## config.mk

```make
export PLATFORM = sky130hd
export DESIGN_NAME = reg_file
export DESIGN_NICKNAME = d
export VERILOG_FILES = /design/src/rtl/reg_file_pkg.sv /design/src/rtl/reg_file_read_port.sv /design/src/rtl/reg_file.sv
export SDC_FILE = /design/constraint.sdc
export NUM_CORES = 2
export LEC_CHECK = 0
export ABC_AREA = 1
export CAP_MARGIN = 30
export CORE_ASPECT_RATIO = 2
export CORE_UTILIZATION = 30
export DETAILED_ROUTE_END_ITERATION = 7
export PLACE_DENSITY_LB_ADDON = 0.3
export SLEW_MARGIN = 20
export SYNTH_ARGS = -nofsm -noshare
export SYNTH_HDL_FRONTEND = slang
export SYNTH_SLANG_ARGS = --single-unit
```

## constraint.sdc

```tcl
create_clock -name CLK -period 1.85 [get_ports CLK]
set_input_delay 0.2775 -clock CLK [delete_from_list [all_inputs] [get_ports CLK]]
set_output_delay 0.2775 -clock CLK [all_outputs]
set_load 0.02 [all_outputs]
```

## src/rtl/reg_file_pkg.sv

```systemverilog
// Shared constants for the register file: default widths and the index of
// the hardwired-zero register.
package reg_file_pkg;

    localparam int DATA_WIDTH = 32;
    localparam int ADDR_WIDTH = 5;
    localparam int ZERO_REG   = 0;

    // True when the given index selects the hardwired-zero register.
    function automatic logic is_zero_reg(input logic [ADDR_WIDTH-1:0] idx);
        return (idx == ADDR_WIDTH'(ZERO_REG));
    endfunction

endpackage

```

## src/rtl/reg_file_read_port.sv

```systemverilog
// One combinational read port of the register file. Returns the stored word
// for the addressed register, forwards the in-flight write data when the
// write targets the same register, and forces the zero register to read 0.
module reg_file_read_port
    import reg_file_pkg::*;
#(
    parameter int DATA_WIDTH = reg_file_pkg::DATA_WIDTH,
    parameter int ADDR_WIDTH = reg_file_pkg::ADDR_WIDTH,
    parameter int DEPTH      = 1 << ADDR_WIDTH
) (
    input  logic [DEPTH-1:0][DATA_WIDTH-1:0] regs,
    input  logic [ADDR_WIDTH-1:0]            raddr,
    input  logic [ADDR_WIDTH-1:0]            waddr,
    input  logic [DATA_WIDTH-1:0]            wdata,
    input  logic                             bypass_en,
    output logic [DATA_WIDTH-1:0]            rdata
);

    localparam logic [ADDR_WIDTH-1:0] ZERO_IDX = ADDR_WIDTH'(ZERO_REG);

    logic [DATA_WIDTH-1:0] rdata_s;

    // Select zero, bypassed write data, or stored contents for this port.
    always_comb begin
        rdata_s = '0;
        if (raddr == ZERO_IDX) begin
            rdata_s = '0;
        end else if (bypass_en && (waddr == raddr)) begin
            rdata_s = wdata;
        end else begin
            rdata_s = regs[raddr];
        end
    end

    assign rdata = rdata_s;

endmodule

```

## src/rtl/reg_file.sv

```systemverilog
// Two-read, one-write register file with write-to-read bypass, a hardwired
// zero register and a synchronous active-low clear of all contents.
module reg_file
    import reg_file_pkg::*;
#(
    parameter int DATA_WIDTH = reg_file_pkg::DATA_WIDTH,
    parameter int ADDR_WIDTH = reg_file_pkg::ADDR_WIDTH
) (
    input  logic [DATA_WIDTH-1:0] WRITEDATA,
    output logic [DATA_WIDTH-1:0] REGOUT1,
    output logic [DATA_WIDTH-1:0] REGOUT2,
    input  logic [ADDR_WIDTH-1:0] WRITEREG,
    input  logic [ADDR_WIDTH-1:0] READREG1,
    input  logic [ADDR_WIDTH-1:0] READREG2,
    input  logic                  WRITEENABLE,
    input  logic                  CLK,
    input  logic                  RESET
);

    localparam int                    DEPTH    = 1 << ADDR_WIDTH;
    localparam logic [ADDR_WIDTH-1:0] ZERO_IDX = ADDR_WIDTH'(ZERO_REG);

    logic [DEPTH-1:0][DATA_WIDTH-1:0] regs_r;
    logic                             bypass_en_s;

    // Forwarding is only meaningful while a real write can land at the edge;
    // during reset the write is dropped, so reads must show stored contents.
    assign bypass_en_s = WRITEENABLE & RESET;

    // Register storage: reset clears everything and wins over a write;
    // writes to the zero register are discarded so it always holds 0.
    always_ff @(posedge CLK) begin
        if (!RESET) begin
            regs_r <= '0;
        end else if (WRITEENABLE && (WRITEREG != ZERO_IDX)) begin
            regs_r[WRITEREG] <= WRITEDATA;
        end
    end

    reg_file_read_port #(
        .DATA_WIDTH (DATA_WIDTH),
        .ADDR_WIDTH (ADDR_WIDTH),
        .DEPTH      (DEPTH)
    ) u_read_port1 (
        .regs      (regs_r),
        .raddr     (READREG1),
        .waddr     (WRITEREG),
        .wdata     (WRITEDATA),
        .bypass_en (bypass_en_s),
        .rdata     (REGOUT1)
    );

    reg_file_read_port #(
        .DATA_WIDTH (DATA_WIDTH),
        .ADDR_WIDTH (ADDR_WIDTH),
        .DEPTH      (DEPTH)
    ) u_read_port2 (
        .regs      (regs_r),
        .raddr     (READREG2),
        .waddr     (WRITEREG),
        .wdata     (WRITEDATA),
        .bypass_en (bypass_en_s),
        .rdata     (REGOUT2)
    );

endmodule

```

* Word-level counts from Yosys, hierarchy flattened *
Cells that the tools add are included.

word-level totals
  flip-flop bits (word level) = 1,024
  input port bits = 50
  output and inout port bits = 64
  word-level logic and storage cells = 57

operators by class
  order comparisons = 4
  equality and inequality tests = 2
  multiplexer cells = 11
  bitwise logic cells = 1
  reduce and logical (&&, ||, !) cells = 7

operators by type and width
  operator                                              count
  bitwise mux 1024 bit                                  1
  binary-select mux 32 bit (select 5 bit)               2
  2-to-1 mux 32 bit                                     7
  demux 32 bit (select 5 bit)                           1
  < comparator 5 x 6 -> 1 bit (second input constant)   3
  equality test 5 bit                                   2
  zero test 5 bit                                       2
  >= comparator 5 x 1 -> 1 bit (second input constant)  1
  nonzero test 5 bit                                    1
  logical AND 1 bit                                     4
  bitwise AND 1 bit                                     1

* Longest topological paths before layout *
  depth after elaboration = 5
  gate-level depth with buffers = 13

* Cells and area by module *
A second synthesis with hierarchy kept.

unflattened totals
  cells, all modules = 10,187
  area total of the unflattened synthesis = 60,239.0 µm²

by module, submodules not included
  module              times used  cells each  area an instance (µm²)  sequential area each (µm²)
  reg_file            1           4,315       35,312.6                20,499.7
  reg_file_read_port  2           2,936       12,463.2                0.0

* Worst setup path before layout *
OpenSTA, ideal clock, no wires.

  kind = input to output
  from = input READREG2[0]
  to = output REGOUT2[3]
  arrival = 1.668 ns
  data required time = 1.572 ns
  setup slack = -0.095 ns
  stages = 12
  path buffers = 4
  path through = buf_2 -> inv_1 -> buf_2 -> buf_2 -> buf_2 -> nand2_1 -> nand3_1 -> nand3_1 -> nand3_1 -> nand3_1 -> nand2_1 -> a21oi_1

on the way
  cells in the longest elaborated chain, start to end = 4
  elaborated cells between the ends (all ways) = 7
  those cells by class = 1 x eq/ne; 4 x mux; 2 x reduce/logical

RTL lines
  element                                                                                line                                                source
  start: declaration                                                                     reg_file.sv:14                                      input logic [ADDR_WIDTH-1:0] READREG2,
  binary-select mux 32 bit (select 5 bit) / equality test 5 bit (equally long branches)  reg_file_read_port.sv:31, reg_file_read_port.sv:28
  2-to-1 mux 32 bit (implied by the code) / logical AND 1 bit (equally long branches)    reg_file_read_port.sv:31, reg_file_read_port.sv:28
  2-to-1 mux 32 bit                                                                      reg_file_read_port.sv:28                            end else if (bypass_en && (waddr == raddr)) begin
  2-to-1 mux 32 bit (*)                                                                  reg_file_read_port.sv:26                            if (raddr == ZERO_IDX) begin
  end: declaration                                                                       reg_file.sv:11                                      output logic [DATA_WIDTH-1:0] REGOUT2,

Every way passes the cells marked *; elsewhere a longest branch is shown, timed or not. The select of a mux whose other input is x is not followed.

* Final worst setup path *
  from = register regs_r[776] (netlist name)
  to = output REGOUT2[8]

on the way
  cells in the longest elaborated chain, start to end = 4

RTL lines
  element                                  line                      source
  start: declaration                       reg_file.sv:23            logic [DEPTH-1:0][DATA_WIDTH-1:0] regs_r;
  start signal: assignment                 reg_file.sv:34            regs_r <= '0;
  start signal: indexed assignment         reg_file.sv:36            regs_r[WRITEREG] <= WRITEDATA;
  binary-select mux 32 bit (select 5 bit)  reg_file_read_port.sv:31  rdata_s = regs[raddr];
  2-to-1 mux 32 bit (implied by the code)  reg_file_read_port.sv:31
  2-to-1 mux 32 bit                        reg_file_read_port.sv:28
  2-to-1 mux 32 bit                        reg_file_read_port.sv:26

Every way passes these cells. The select of a mux whose other input is x is not followed.

==> results.ini <==
[yosys]
synthCells = 9147
synth_commonest_cells = 1935 x nand2_1, 1572 x nand3_1, 1075 x o21ai_0
netlist-cell-type-count = 26
synth_edf_count = 0
yosysTopAreaCellShare_pct = 36.19
syn_area_um2 = 56650
ys_seq_elements = 1024
yosysWarnings = 0
synth_area_leaders = dfxtp_1 36%, nand3_1 14%, nand2_1 13%
syn-num-nets = 9197
synth.avg_cell_area_um2 = 6.193
synth_top_area_cell = dfxtp_1
synth_top_flop_cell = dfxtp_1
synth-seq-area-share_pct = 36.19
async_reset_ff_share_pct = 0
synth_most_common_cell = nand2_1

[die]
top_level_ports = 114
core_um2 = 187800
start_util_pct = 30.17
die_h_um = 616.6
num_rows = 225
fp.dieW_um = 309.3
die_area_um2 = 190700

[sta]
setup_ws_ps = -515.6
setup-tns-final_ps = -25040
skew_ps = 0
worst_pin_slew_ps = 1242
grt_setup_unrepaired = yes
slew_violations = 0
setup_viol = 64
hold_ws_ps = 260.0
final-hold-violation-count = 0
period_minus_slack_ps = 2366
fin_crit_sh_pct = 127.9
max_slew_margin_pct = 17.17
fmax_mhz = 422.7

[power_and_ir_drop]
p_leak_nw = 33.74
ir_worst_vdd_mv = 0.7152
power_density_nw_per_um2 = 722.7

[grt]
grt_overflow = 0
grt_start_max_net_pins = 202
grt_antenna_before_repair = 9
grt_pass1_vias = 62990
grt_first_pass_wirelength_um = 410500
track_usage_pct = 28.77

[clock_network]
clk_pin_slew_ps = 70
htree_levels = 3
cts.sinks = 1024
clock_latency_ps = 700
ctsHoldBuffers = 0
cts_tree = yes
cts_made_buffers = 99
clock_path_buffers = 3
clockRootBuffer = clkbuf_16

[cells_and_area]
syn_to_final_growth_pct = 36.34
largest_reg_flops = 1024
max_flop_register = regs_r
top_regs = regs_r (1024)
final_cell_area_um2 = 77240
fin_util_pct = 41.13
seqCellArea_um2 = 20820
drive_gt1_share_pct = 27.29
nFillCells = 19070
layout.nets = 9676
multi_input_area_um2 = 32800

[route]
drt-pass1-iter-count = 6
drtIter0Drc = 7365
antenna_left = 0
drt_wl_total_um = 285000
viasPerCell = 5.493
vias = 67060
route.detailed.drc = 0
wl_per_cell_um = 23.34

[job]
cap_violations = 0

[critical_path]
criticalPathCategory = reg -> out
crit_arrival_ps = 2090
crit_start = regs_r[776]$_SDFFE_PN0P_
cp-start-kind = flop
crit_chain = buf_6 > or2_4 > nand3_4 > nand3_4 > nand3_2 > nand3_2 > nand2_4 > a21oi_4 > buf_6
crit_end = REGOUT2[8]
reg2reg_to = regs_r[146]$_SDFFE_PN0P_
crit_family = simple AND/OR/NAND/NOR gates
cp.buffers_inverters = 2
critPathMaxFanout = 2
required_ps = 1570
rrSetupSlack_ps = 990
worst_path_max_delay_cell = dfxtp_2
cp_slowest_stage_delay_ps = 330
path_depth = 9
r2r_cells = 4
cp-end-kind = primary output
reg2reg_from = regs_r[146]$_SDFFE_PN0P_

[worst_hold_path]
hold_path_class = in -> reg

[status]
violations = setup timing
status = complete, but fails checks

[placed_design]
placed_cell_area_um2 = 67800
preCtsSetupSlack_ps = -1010
gp_congestion = 0.9296
placement.io_buffers = 113
place_hpwl_um = 174000

worst reg2reg max path, delay by kind of cell (launching register included):
family          cells  cell delay, ps
simple gates        1              50
compound gates      1             150
flops               1             330
buf+inv             2             230
stage by stage:
step                      power [mW]  cells
after floorplan                27.99   9147
after global placement         32.13  11930
after detailed placement       32.19  11930
after CTS                      55.27  12170
after global routing           57.41  12200
final                          55.82  12210
repair_timing:
action / CTS / global route
gates cloned: 20 / 7
setup endpoints to repair: 98 / 85
resized for setup: 1008 / 696
pin swaps: 307 / 406
buffers inserted: 44 / 22
worst min path at each step:
stage                                     to  cells past startpoint                    start  slack, ps
floorplan            regs_r[10]$_SDFFE_PN0P_                      2  regs_r[10]$_SDFFE_PN0P_        410
global placement     regs_r[14]$_SDFFE_PN0P_                      2  regs_r[14]$_SDFFE_PN0P_        410
detailed placement   regs_r[16]$_SDFFE_PN0P_                      2  regs_r[16]$_SDFFE_PN0P_        420
CTS                 regs_r[114]$_SDFFE_PN0P_                      4                    RESET        230
global route        regs_r[722]$_SDFFE_PN0P_                      4                    RESET        280
finish              regs_r[530]$_SDFFE_PN0P_                      4                    RESET        260
cell type report:
class | instances | share of cell area (%)
Antenna cell | 7 | 0.02268
Multi-Input combinational cell | 6286 | 42.47
Clock buffer | 139 | 3.702
Tap cell | 2497 | 4.045
Timing Repair Buffer | 1229 | 17.16
Sequential cell | 1024 | 26.96
Inverter | 986 | 4.900
Clock inverter | 42 | 0.7452
report_power, final:
part | internal [mW] | total (mW) | switching (mW) | leakage, nW
clock | 12.5 | 22.4 | 9.91 | 1.68
sequential | 22.3 | 22.4 | 0.105 | 8.39
combinational | 4.11 | 11.0 | 6.89 | 23.7
cell families (layout without fill, tap and decap cells):
kind of cell    Yosys count  in the layout  synth area share [%]
other cells               0              7                     0
buf+inv                1837           2396                 12.64
compound gates         2234           2234                 20.54
flops                  1024           1024                 36.19
simple gates           4049           4049                 30.59
xor+xnor                  3              3               0.04639
placed cells by master, fill, tap and decap left out, types with 7 or more instances in the layout:
master	n
buf_4	827
a21oi_2	45
clkbuf_1	18
nand2_4	33
nor2_2	33
dfxtp_2	250
bufinv_16	12
nand3_1	1075
a21oi_1	890
bufbuf_16	15
nand3_4	27
a21oi_4	17
nand2_1	1789
o21ai_0	1046
dfxtp_1	772
buf_8	11
nor2_4	12
buf_12	193
diode_2	7
clkdlybuf4s50_1	32
o21ai_1	49
clkinv_2	30
inv_2	225
clkbuf_8	21
nand3_2	472
nor3_1	8
buf_6	110
buf_16	27
clkbuf_16	107
or2_4	28
nor2_1	449
nand2_2	114
o211ai_1	179
inv_1	740
layer usage:
metal	up-vias	track usage, %	wire (um)
met5	-	0	21
met4	4	22.90	26790
met3	1167	4.515	24400
met2	3664	46.45	129000
met1	31370	33.62	104800
li1	30860	-	-
Note: power is estimated with default switching activity, not from simulation.
